`src/rtl/iir_coef_update_sequencer_if.sv`:
```
// AXI4-Lite write channel bundle between the coefficient sequencer and the IIR filter control slave.
interface iir_coef_update_sequencer_if;
  logic [3:0]  awaddr;
  logic        awvalid;
  logic        awready;
  logic [31:0] wdata;
  logic [3:0]  wstrb;
  logic        wvalid;
  logic        wready;
  logic [1:0]  bresp;
  logic        bvalid;
  logic        bready;

  modport master (
    output awaddr, awvalid, wdata, wstrb, wvalid, bready,
    input  awready, wready, bresp, bvalid
  );

  modport slave (
    input  awaddr, awvalid, wdata, wstrb, wvalid, bready,
    output awready, wready, bresp, bvalid
  );
endinterface

```
`src/rtl/iir_coef_update_sequencer.sv`:
```
// Reprograms the IIR filter over AXI4-Lite at a stream frame boundary: pause, a0/a1/b1, resume.
// Optional macro IIR_SEQ_CLEAR_EN adds a state-clear write before resume.
module iir_coef_update_sequencer #(
  parameter int NUM_PRESETS      = 4,
  parameter int IDX_W            = 2,
  parameter int BOUNDARY_TIMEOUT = 4096
) (
  input  logic                 aclk,
  input  logic                 aresetn,
  input  logic                 cfg_we,
  input  logic [IDX_W-1:0]     cfg_idx,
  input  logic [1:0]           cfg_sel,
  input  logic [15:0]          cfg_wdata,
  input  logic                 req_valid,
  output logic                 req_ready,
  input  logic [IDX_W-1:0]     req_idx,
  input  logic                 mon_tvalid,
  input  logic                 mon_tready,
  input  logic                 mon_tlast,
  iir_coef_update_sequencer_if.master m_axi,
  output logic                 busy,
  output logic                 done,
  output logic                 err,
  input  logic                 err_clr,
  output logic [IDX_W-1:0]     active_idx
);
  localparam int CNT_W = (BOUNDARY_TIMEOUT > 1) ? $clog2(BOUNDARY_TIMEOUT) : 1;

  typedef enum logic [3:0] {
    IDLE, WAIT_BND, W_PAUSE, W_A0, W_A1, W_B1,
`ifdef IIR_SEQ_CLEAR_EN
    W_CLEAR,
`endif
    W_RESUME, DONE
  } state_e;

  logic [NUM_PRESETS-1:0][2:0][15:0] tbl_q;

  state_e             state_q, succ_d;
  logic [IDX_W-1:0]   idx_q, active_q;
  logic [CNT_W-1:0]   cnt_q;
  logic               aw_done_q, w_done_q, resp_q;
  logic               awvalid_q, wvalid_q, bready_q;
  logic [3:0]         awaddr_q, wr_addr_d;
  logic [31:0]        wdata_q, wr_data_d;
  logic               busy_q, done_q, err_q, req_ready_q;
  logic               bnd_hit, to_hit, adv_d, aw_fin, w_fin;

  assign bnd_hit = mon_tvalid & mon_tready & mon_tlast;
  assign to_hit  = (BOUNDARY_TIMEOUT != 0) && (cnt_q == CNT_W'(BOUNDARY_TIMEOUT - 1));
  assign aw_fin  = aw_done_q | (awvalid_q & m_axi.awready);
  assign w_fin   = w_done_q  | (wvalid_q  & m_axi.wready);

  // Preset table accepts writes in every state; sel 3 is a no-op.
  always_ff @(posedge aclk) begin
    if (!aresetn) tbl_q <= '0;
    else if (cfg_we && cfg_sel != 2'd3) tbl_q[cfg_idx][cfg_sel] <= cfg_wdata;
  end

  // Successor state plus the address/data it launches with; coefficients are sampled at launch.
  always_comb begin
    succ_d    = IDLE;
    adv_d     = 1'b0;
    wr_addr_d = 4'h0;
    wr_data_d = 32'h0;
    case (state_q)
      WAIT_BND: begin succ_d = W_PAUSE;  adv_d = bnd_hit | to_hit; end
      W_PAUSE:  begin succ_d = W_A0;     adv_d = resp_q; end
      W_A0:     begin succ_d = W_A1;     adv_d = resp_q; end
      W_A1:     begin succ_d = W_B1;     adv_d = resp_q; end
`ifdef IIR_SEQ_CLEAR_EN
      W_B1:     begin succ_d = W_CLEAR;  adv_d = resp_q; end
      W_CLEAR:  begin succ_d = W_RESUME; adv_d = resp_q; end
`else
      W_B1:     begin succ_d = W_RESUME; adv_d = resp_q; end
`endif
      W_RESUME: begin succ_d = DONE;     adv_d = resp_q; end
      default:  ;
    endcase
    case (succ_d)
      W_A0: begin wr_addr_d = 4'h4; wr_data_d = {{16{tbl_q[idx_q][0][15]}}, tbl_q[idx_q][0]}; end
      W_A1: begin wr_addr_d = 4'h8; wr_data_d = {{16{tbl_q[idx_q][1][15]}}, tbl_q[idx_q][1]}; end
      W_B1: begin wr_addr_d = 4'hC; wr_data_d = {{16{tbl_q[idx_q][2][15]}}, tbl_q[idx_q][2]}; end
`ifdef IIR_SEQ_CLEAR_EN
      W_CLEAR:  wr_data_d = 32'h0000_0002;
`endif
      W_RESUME: wr_data_d = 32'h0000_0001;
      default:  ;
    endcase
  end

  always_ff @(posedge aclk) begin
    if (!aresetn) begin
      state_q     <= IDLE;
      idx_q       <= '0;
      active_q    <= '0;
      cnt_q       <= '0;
      aw_done_q   <= 1'b0;
      w_done_q    <= 1'b0;
      resp_q      <= 1'b0;
      awvalid_q   <= 1'b0;
      wvalid_q    <= 1'b0;
      bready_q    <= 1'b0;
      awaddr_q    <= 4'h0;
      wdata_q     <= 32'h0;
      busy_q      <= 1'b0;
      done_q      <= 1'b0;
      err_q       <= 1'b0;
      req_ready_q <= 1'b1;
    end else begin
      done_q <= 1'b0;
      // A new error wins over a simultaneous clear.
      if (bready_q && m_axi.bvalid && (m_axi.bresp != 2'b00)) err_q <= 1'b1;
      else if (err_clr) err_q <= 1'b0;

      case (state_q)
        IDLE: if (req_valid) begin
          idx_q       <= req_idx;
          cnt_q       <= '0;
          busy_q      <= 1'b1;
          req_ready_q <= 1'b0;
          state_q     <= WAIT_BND;
        end
        WAIT_BND: cnt_q <= cnt_q + 1'b1;
        DONE: begin
          req_ready_q <= 1'b1;
          state_q     <= IDLE;
        end
        default: begin
          if (awvalid_q && m_axi.awready) begin awvalid_q <= 1'b0; aw_done_q <= 1'b1; end
          if (wvalid_q && m_axi.wready)   begin wvalid_q  <= 1'b0; w_done_q  <= 1'b1; end
          // Response is held one cycle in resp_q so the next write launches a cycle later.
          if (bready_q) begin
            if (m_axi.bvalid) begin bready_q <= 1'b0; resp_q <= 1'b1; end
          end else if (aw_fin && w_fin && !resp_q) begin
            bready_q <= 1'b1;
          end
        end
      endcase

      if (adv_d) begin
        resp_q    <= 1'b0;
        aw_done_q <= 1'b0;
        w_done_q  <= 1'b0;
        if (succ_d == DONE) begin
          state_q  <= DONE;
          done_q   <= 1'b1;
          busy_q   <= 1'b0;
          active_q <= idx_q;
        end else begin
          state_q   <= succ_d;
          awvalid_q <= 1'b1;
          wvalid_q  <= 1'b1;
          awaddr_q  <= wr_addr_d;
          wdata_q   <= wr_data_d;
        end
      end
    end
  end

  assign m_axi.awaddr  = awaddr_q;
  assign m_axi.awvalid = awvalid_q;
  assign m_axi.wdata   = wdata_q;
  assign m_axi.wstrb   = 4'hF;
  assign m_axi.wvalid  = wvalid_q;
  assign m_axi.bready  = bready_q;
  assign req_ready     = req_ready_q;
  assign busy          = busy_q;
  assign done          = done_q;
  assign err           = err_q;
  assign active_idx    = active_q;
endmodule

```
`src/flat_wrapper.sv`:
```
// flat-port wrapper written by rule: the top's interface ports become plain ports
module iir_coef_update_sequencer_flat 
#(
  parameter int NUM_PRESETS      = 4,
  parameter int IDX_W            = 2,
  parameter int BOUNDARY_TIMEOUT = 4096
)
  (aclk, aresetn, cfg_we, cfg_idx, cfg_sel, cfg_wdata, req_valid, req_ready, req_idx, mon_tvalid, mon_tready, mon_tlast, busy, done, err, err_clr, active_idx, m_axi_awaddr, m_axi_awvalid, m_axi_wdata, m_axi_wstrb, m_axi_wvalid, m_axi_bready, m_axi_awready, m_axi_wready, m_axi_bresp, m_axi_bvalid);
  iir_coef_update_sequencer_if m_axi_i ();
  input  logic aclk;
  input  logic aresetn;
  input  logic cfg_we;
  input  logic [IDX_W-1:0] cfg_idx;
  input  logic [1:0] cfg_sel;
  input  logic [15:0] cfg_wdata;
  input  logic req_valid;
  output logic req_ready;
  input  logic [IDX_W-1:0] req_idx;
  input  logic mon_tvalid;
  input  logic mon_tready;
  input  logic mon_tlast;
  output logic busy;
  output logic done;
  output logic err;
  input  logic err_clr;
  output logic [IDX_W-1:0] active_idx;
  output wire logic [$bits(m_axi_i.awaddr)-1:0] m_axi_awaddr;
  output wire logic [$bits(m_axi_i.awvalid)-1:0] m_axi_awvalid;
  output wire logic [$bits(m_axi_i.wdata)-1:0] m_axi_wdata;
  output wire logic [$bits(m_axi_i.wstrb)-1:0] m_axi_wstrb;
  output wire logic [$bits(m_axi_i.wvalid)-1:0] m_axi_wvalid;
  output wire logic [$bits(m_axi_i.bready)-1:0] m_axi_bready;
  input wire logic [$bits(m_axi_i.awready)-1:0] m_axi_awready;
  input wire logic [$bits(m_axi_i.wready)-1:0] m_axi_wready;
  input wire logic [$bits(m_axi_i.bresp)-1:0] m_axi_bresp;
  input wire logic [$bits(m_axi_i.bvalid)-1:0] m_axi_bvalid;
  assign m_axi_awaddr = m_axi_i.awaddr;
  assign m_axi_awvalid = m_axi_i.awvalid;
  assign m_axi_wdata = m_axi_i.wdata;
  assign m_axi_wstrb = m_axi_i.wstrb;
  assign m_axi_wvalid = m_axi_i.wvalid;
  assign m_axi_bready = m_axi_i.bready;
  assign m_axi_i.awready = m_axi_awready;
  assign m_axi_i.wready = m_axi_wready;
  assign m_axi_i.bresp = m_axi_bresp;
  assign m_axi_i.bvalid = m_axi_bvalid;
  iir_coef_update_sequencer #(.NUM_PRESETS(NUM_PRESETS), .IDX_W(IDX_W), .BOUNDARY_TIMEOUT(BOUNDARY_TIMEOUT)) u_core (.aclk(aclk), .aresetn(aresetn), .cfg_we(cfg_we), .cfg_idx(cfg_idx), .cfg_sel(cfg_sel), .cfg_wdata(cfg_wdata), .req_valid(req_valid), .req_ready(req_ready), .req_idx(req_idx), .mon_tvalid(mon_tvalid), .mon_tready(mon_tready), .mon_tlast(mon_tlast), .m_axi(m_axi_i), .busy(busy), .done(done), .err(err), .err_clr(err_clr), .active_idx(active_idx));
endmodule
```
`config.mk`:
```
export PLATFORM = sky130hd
export DESIGN_NAME = iir_coef_update_sequencer_flat
export DESIGN_NICKNAME = d
export VERILOG_FILES = /design/src/rtl/iir_coef_update_sequencer_if.sv /design/src/rtl/iir_coef_update_sequencer.sv /design/src/flat_wrapper.sv
export SDC_FILE = /design/constraint.sdc
export NUM_CORES = 1
export LEC_CHECK = 0
export ABC_AREA = 1
export CAP_MARGIN = 25
export CORE_UTILIZATION = 32
export DETAILED_ROUTE_END_ITERATION = 12
export PLACE_DENSITY_LB_ADDON = 0.08
export REMOVE_ABC_BUFFERS = 1
export SYNTH_ARGS = -nofsm -noshare
export SYNTH_HDL_FRONTEND = slang
export SYNTH_SLANG_ARGS = --single-unit
export TNS_END_PERCENT = 5
```
`constraint.sdc`:
```
create_clock -name aclk -period 3.6 [get_ports aclk]
set_input_delay 0.54 -clock aclk [delete_from_list [all_inputs] [get_ports aclk]]
set_output_delay 0.54 -clock aclk [all_outputs]
set_load 0.005 [all_outputs]
```
Yosys cells after proc, flatten, opt, wreduce, memory -nomap -nowiden
Index checks and enable logic that the tools add are counted.
Operators by class
  reductions and logical operators: 29
  multiplexer cells: 37
  $lt $le $gt $ge: 5
  add/sub/neg operators: 1
  equal/unequal tests: 16
  bitwise logic cells: 10
Operators by type and width (number)
  bitwise mux 192 bit: 1
  one-hot mux 32 bit (4 select lines): 1
  binary-select mux 48 bit (select 2 bit): 1
  demux 48 bit (select 2 bit): 1
  2-to-1 mux 48 bit: 2
  demux 16 bit (select 2 bit): 1
  one-hot mux 12 bit (2 select lines): 1
  2-to-1 mux 1 bit: 19
  one-hot mux 3 bit (6 select lines): 1
  AND reduction 2 bit: 9
  equality test 4 x 3 -> 1 bit, second input constant: 4
  2-to-1 mux 16 bit: 1
  adder 12 x 1 -> 12 bit, second input constant: 1
  equality test 12 bit, second input constant: 1
  equality test 3 bit, second input constant: 4
  2-to-1 mux 12 bit: 1
  one-hot mux 4 bit (3 select lines): 1
  logical AND 1 bit: 9
  < comparator 2 x 3 -> 1 bit, second input constant: 3
  equality test 4 x 2 -> 1 bit, second input constant: 2
  2-to-1 mux 4 bit: 2
  one-hot mux 4 bit (2 select lines): 1
  nonzero test 2 bit: 4
  OR reduction 5 bit: 1
  other kinds (16): 26
Word-level totals
  input port bits: 35
  register bits: 258
  word-level logic and storage cells: 126

Longest topological paths before layout
  depth after elaboration: 7
  depth in mapped cells: 12
  mapped depth without buffers: 11

Worst setup path after synthesis
OpenSTA, ideal clock, no wires.
  path kind: input-to-reg
  start point: input cfg_sel[0]
  end point: register u_core.tbl_q[116] (netlist name)
  setup slack: 1.976 ns
  buffers on the path: 1
  library setup time: 0.128 ns
  stages: 8
  data arrival time: 1.496 ns
  required time: 3.472 ns
  cells stage by stage: inv_1 > nor3_1 > inv_1 > nor2_1 > inv_1 > buf_2 > o21ai_0 > a21oi_1
On the way
  cells in the longest elaborated chain, start to end: 7
RTL lines
  start: declaration: line flat_wrapper.sv:14  | input logic [1:0] cfg_sel;
  < comparator 2 x 3 -> 1 bit (not written as such) / >= comparator 2 x 1 -> 1 bit (equally long branches): line iir_coef_update_sequencer.sv:57  | else if (cfg_we && cfg_sel != 2'd3) tbl_q[cfg_idx][cfg_sel] <= cfg_wdata;
  logical AND 1 bit (not written as such): line iir_coef_update_sequencer.sv:57
  2-to-1 mux 16 bit (not written as such): line iir_coef_update_sequencer.sv:57
  demux 16 bit (select 2 bit)
  2-to-1 mux 48 bit (not written as such): line iir_coef_update_sequencer.sv:57
  demux 48 bit (select 2 bit)
  bitwise mux 192 bit: line iir_coef_update_sequencer.sv:57
  end signal: indexed assignment: line iir_coef_update_sequencer.sv:57
  end: declaration: line iir_coef_update_sequencer.sv:37  | logic [NUM_PRESETS-1:0][2:0][15:0] tbl_q;
Several ways; a longest one is shown, not always the timed one.
A chain may end at the register's enable or synchronous reset.

Worst setup path in the final report
  start point: input cfg_we
  end point: register u_core.tbl_q[114] (netlist name)
On the way
  cells in the longest elaborated chain, start to end: 1
RTL lines
  start: declaration: line flat_wrapper.sv:12  | input logic cfg_we;
  logical AND 1 bit: line iir_coef_update_sequencer.sv:57
No other way between the ends.

==> impl_metrics.json <==
{
  "status": "complete, no violations",
  "num_antenna_cells": 0,
  "maxCapViolCount": 0,
  "path_max_fanout": 26,
  "synth_area_leader_cell": "dfxtp_1",
  "fp.dieArea_sq_um": 34500,
  "end_kind": "flop",
  "period_share_pct": 64.19,
  "grt_start_max_net_pins": 114,
  "start_kind": "input port",
  "cts_root_buf": "clkbuf_16",
  "n_fill_cell": 3586,
  "place.detailed.hpwl_mm": 19.70,
  "drc_errors": 0,
  "leakagePower_nw": 5.063,
  "ff_latch_area_sq_um": 4786,
  "min_from": "aresetn",
  "r2r-start": "u_core.cnt_q[0]$_SDFFE_PN0P_",
  "synth_top_area_share_pct": 44.28,
  "htree_levels": 1,
  "worstSetupPathType": "in -> reg",
  "syn_to_final_growth_pct": 17.23,
  "clock-skew-final_ps": 10.49,
  "synth_area_per_cell_sq_um": 6.762,
  "clk_pin_slew_ps": 60,
  "fmax_mhz": 432.8,
  "die_x_um": 185.8,
  "ios": 84,
  "finalHoldViolCount": 0,
  "worst_pin_slew_ps": 914.0,
  "die_h_um": 185.8,
  "clkSinkCount": 239,
  "final-setup-viol-count": 0,
  "worst_hold_slack_ps": 338.2,
  "grt_pass1_wl_mm": 51.90,
  "yosysWarnings": 0,
  "holdBufCountCts": 0,
  "num-nets-final": 1640,
  "ys_ff_latch": 239,
  "drt-initial-drc-count": 606,
  "wl_met3_mm": 1.556,
  "synth_area_sq_um": 10810,
  "antenna_found_initial": 0,
  "yosysSeqAreaShare_pct": 44.28,
  "dp_slack_ps": 790.6,
  "place.gp.congestion": 0.7824,
  "met1Wirelength_mm": 16.57,
  "start_util_pct": 32.88,
  "cp.arrival_ps": 2710,
  "synth.area.top_cells": "dfxtp_1 44%, o21ai_0 12%, nor2_1 11%",
  "cp-startpoint": "cfg_we",
  "grt_pass1_vias": 8983,
  "cts.path.max_buffers": 3,
  "critPathRequiredTime_ps": 3990,
  "placed_cells": 2014,
  "slew_headroom_pct": 39.07,
  "setup_slack_ps": 1289,
  "drive_gt1_share_pct": 5.062,
  "avgViaCountPerCell": 4.785,
  "cts_tree": "done",
  "cts_setup_buffers": 0,
  "clk-insertion-delay-late_ps": 540,
  "finalWirelength_mm": 33.31,
  "placementRows": 66,
  "drv_slew": 0,
  "wl_per_cell_um": 16.16,
  "hp-class": "in -> reg",
  "cts-resized-gates": 0,
  "cts_buffers": 29,
  "fp.coreArea_sq_um": 32870,
  "first_pass_iters": 5,
  "vdd_ir_drop_max_mv": 0.3371,
  "power.total_mw": 6.051,
  "ant_nets": 0,
  "fin_crit_ps": 2311,
  "layoutNonFillerInstCount": 2062,
  "rsz0062_at_grt": "false",
  "io_buffer_count": 77,
  "route.met2.wl_mm": 14.57,
  "yosysUniqueCellTypes": 34,
  "gr-usage-all-layers_pct": 19.54,
  "grt_overflow_total": 0,
  "top_layer": "met4",
  "multiInputGateArea_sq_um": 4856,
  "power_per_cell_area_nw_per_um2": 477.7,
  "vias": 9867,
  "netlist_instances": 1598
}
-- per-stage QoR --
stage | TNS [ps] | utilization [%] | cell area [sq um]
2_1_floorplan | -7470 | - | 10180
3_3_place_gp | 0 | 35.66 | 11720
3_5_place_dp | 0 | 35.86 | 11790
4_1_cts | 0 | 38.54 | 12670
5_1_grt | 0 | 38.54 | 12670
6_report | 0 | 38.54 | 12670
-- worst paths after layout --
check / end / slack [ps] / cells past startpoint
worst max-delay path: u_core.tbl_q[114]$_SDFFE_PN0P_ / 1290 / 8
worst min-delay path: u_core.req_ready$_SDFFE_PN1P_ / 340 / 2
worst max register to register: u_core.m_axi.wdata[13]$_SDFFE_PN0P_ / 1490 / 10
worst min register to register: u_core.tbl_q[10]$_SDFFE_PN0P_ / 440 / 2
-- per-layer routing --
layer	up-vias	GRT usage (%)
met5	-	0
met2	214	30.96
li1	5093	-
met1	4518	28.00
met3	42	2.133
met4	0	5.016
-- cell usage after synthesis --
library cell    n
buf_8           1
clkinv_1        7
a31oi_1         1
o22ai_1         1
nor2_4          1
buf_1           2
nand4_1         2
clkbuf_1       84
nor3_2          1
o21ai_4         1
conb_1          2
inv_2           1
a22oi_1         1
nand3_1        52
nand2_1       269
a21oi_2         2
o211ai_1       25
and3_1          1
buf_4          23
a21oi_1       135
or2_2           1
ha_1            2
nor3_1          8
nand2_2         3
buf_6           2
o21ai_0       262
dfxtp_1       239
a211oi_1        2
inv_1         135
nand2_4         2
o211a_1         1
nor2_2          2
buf_2          22
nor2_1        305
-- where the power goes --
group | leakage [nW] | total [mW] | switching (mW) | internal (mW)
clock network | 0.428 | 2.75 | 1.11 | 1.64
registers | 1.93 | 2.73 | 0.0261 | 2.71
logic | 2.70 | 0.565 | 0.374 | 0.191
-- placed cells by master, fill, tap and decap left out, drive strengths merged, types with 2 or more instances in the layout --
master / count
ha: 2
clkinv: 8
nand2: 274
nor3: 9
dfxtp: 239
buf: 28
a211oi: 2
conb: 6
o21ai: 263
nand3: 52
inv: 137
nand4: 2
clkbuf: 45
clkdlybuf4s50: 76
nor2: 308
o211ai: 25
a21oi: 137
-- critical path: stages --
cell,delay [ps]
clkdlybuf4s50_1,500
inv_1,90
nor3_1,140
inv_1,70
nor2_1,450
inv_1,540
o21ai_0,300
a21oi_1,50
-- flip-flops by register name, summed over array words and instances, names as in the netlist, 2 cells and up --
name,cells
u_core.m_axi.awaddr,2
u_core.state_q,3
u_core.m_axi.wdata,16
u_core.cnt_q,12
u_core.idx_q,2
u_core.tbl_q,192
u_core.active_idx,2
-- cell type report --
cell class                      instances  share of cell area [%]
Multi-Input combinational cell       1086                   38.33
Clock buffer                           45                   6.598
Sequential cell                       239                   37.78
Timing Repair Buffer                  104                   8.337
Tap cell                              442                   4.366
Clock inverter                          3                  0.3457
Inverter                              143                   4.237
-- cells by family (layout without fill, tap and decap cells) --
kind of cell / Yosys count / in the layout / synth area share [%]
AND/OR/NAND/NOR: 647 / 647 / 23.65
AO/OA/AOI/OAI: 431 / 431 / 20.85
adder cells (fa/ha/maj): 2 / 2 / 0.2316
other: 2 / 6 / 0.06950
buffers and inverters: 277 / 295 / 10.92
flip-flops: 239 / 239 / 44.28
Power figures use the tool's default switching activity.
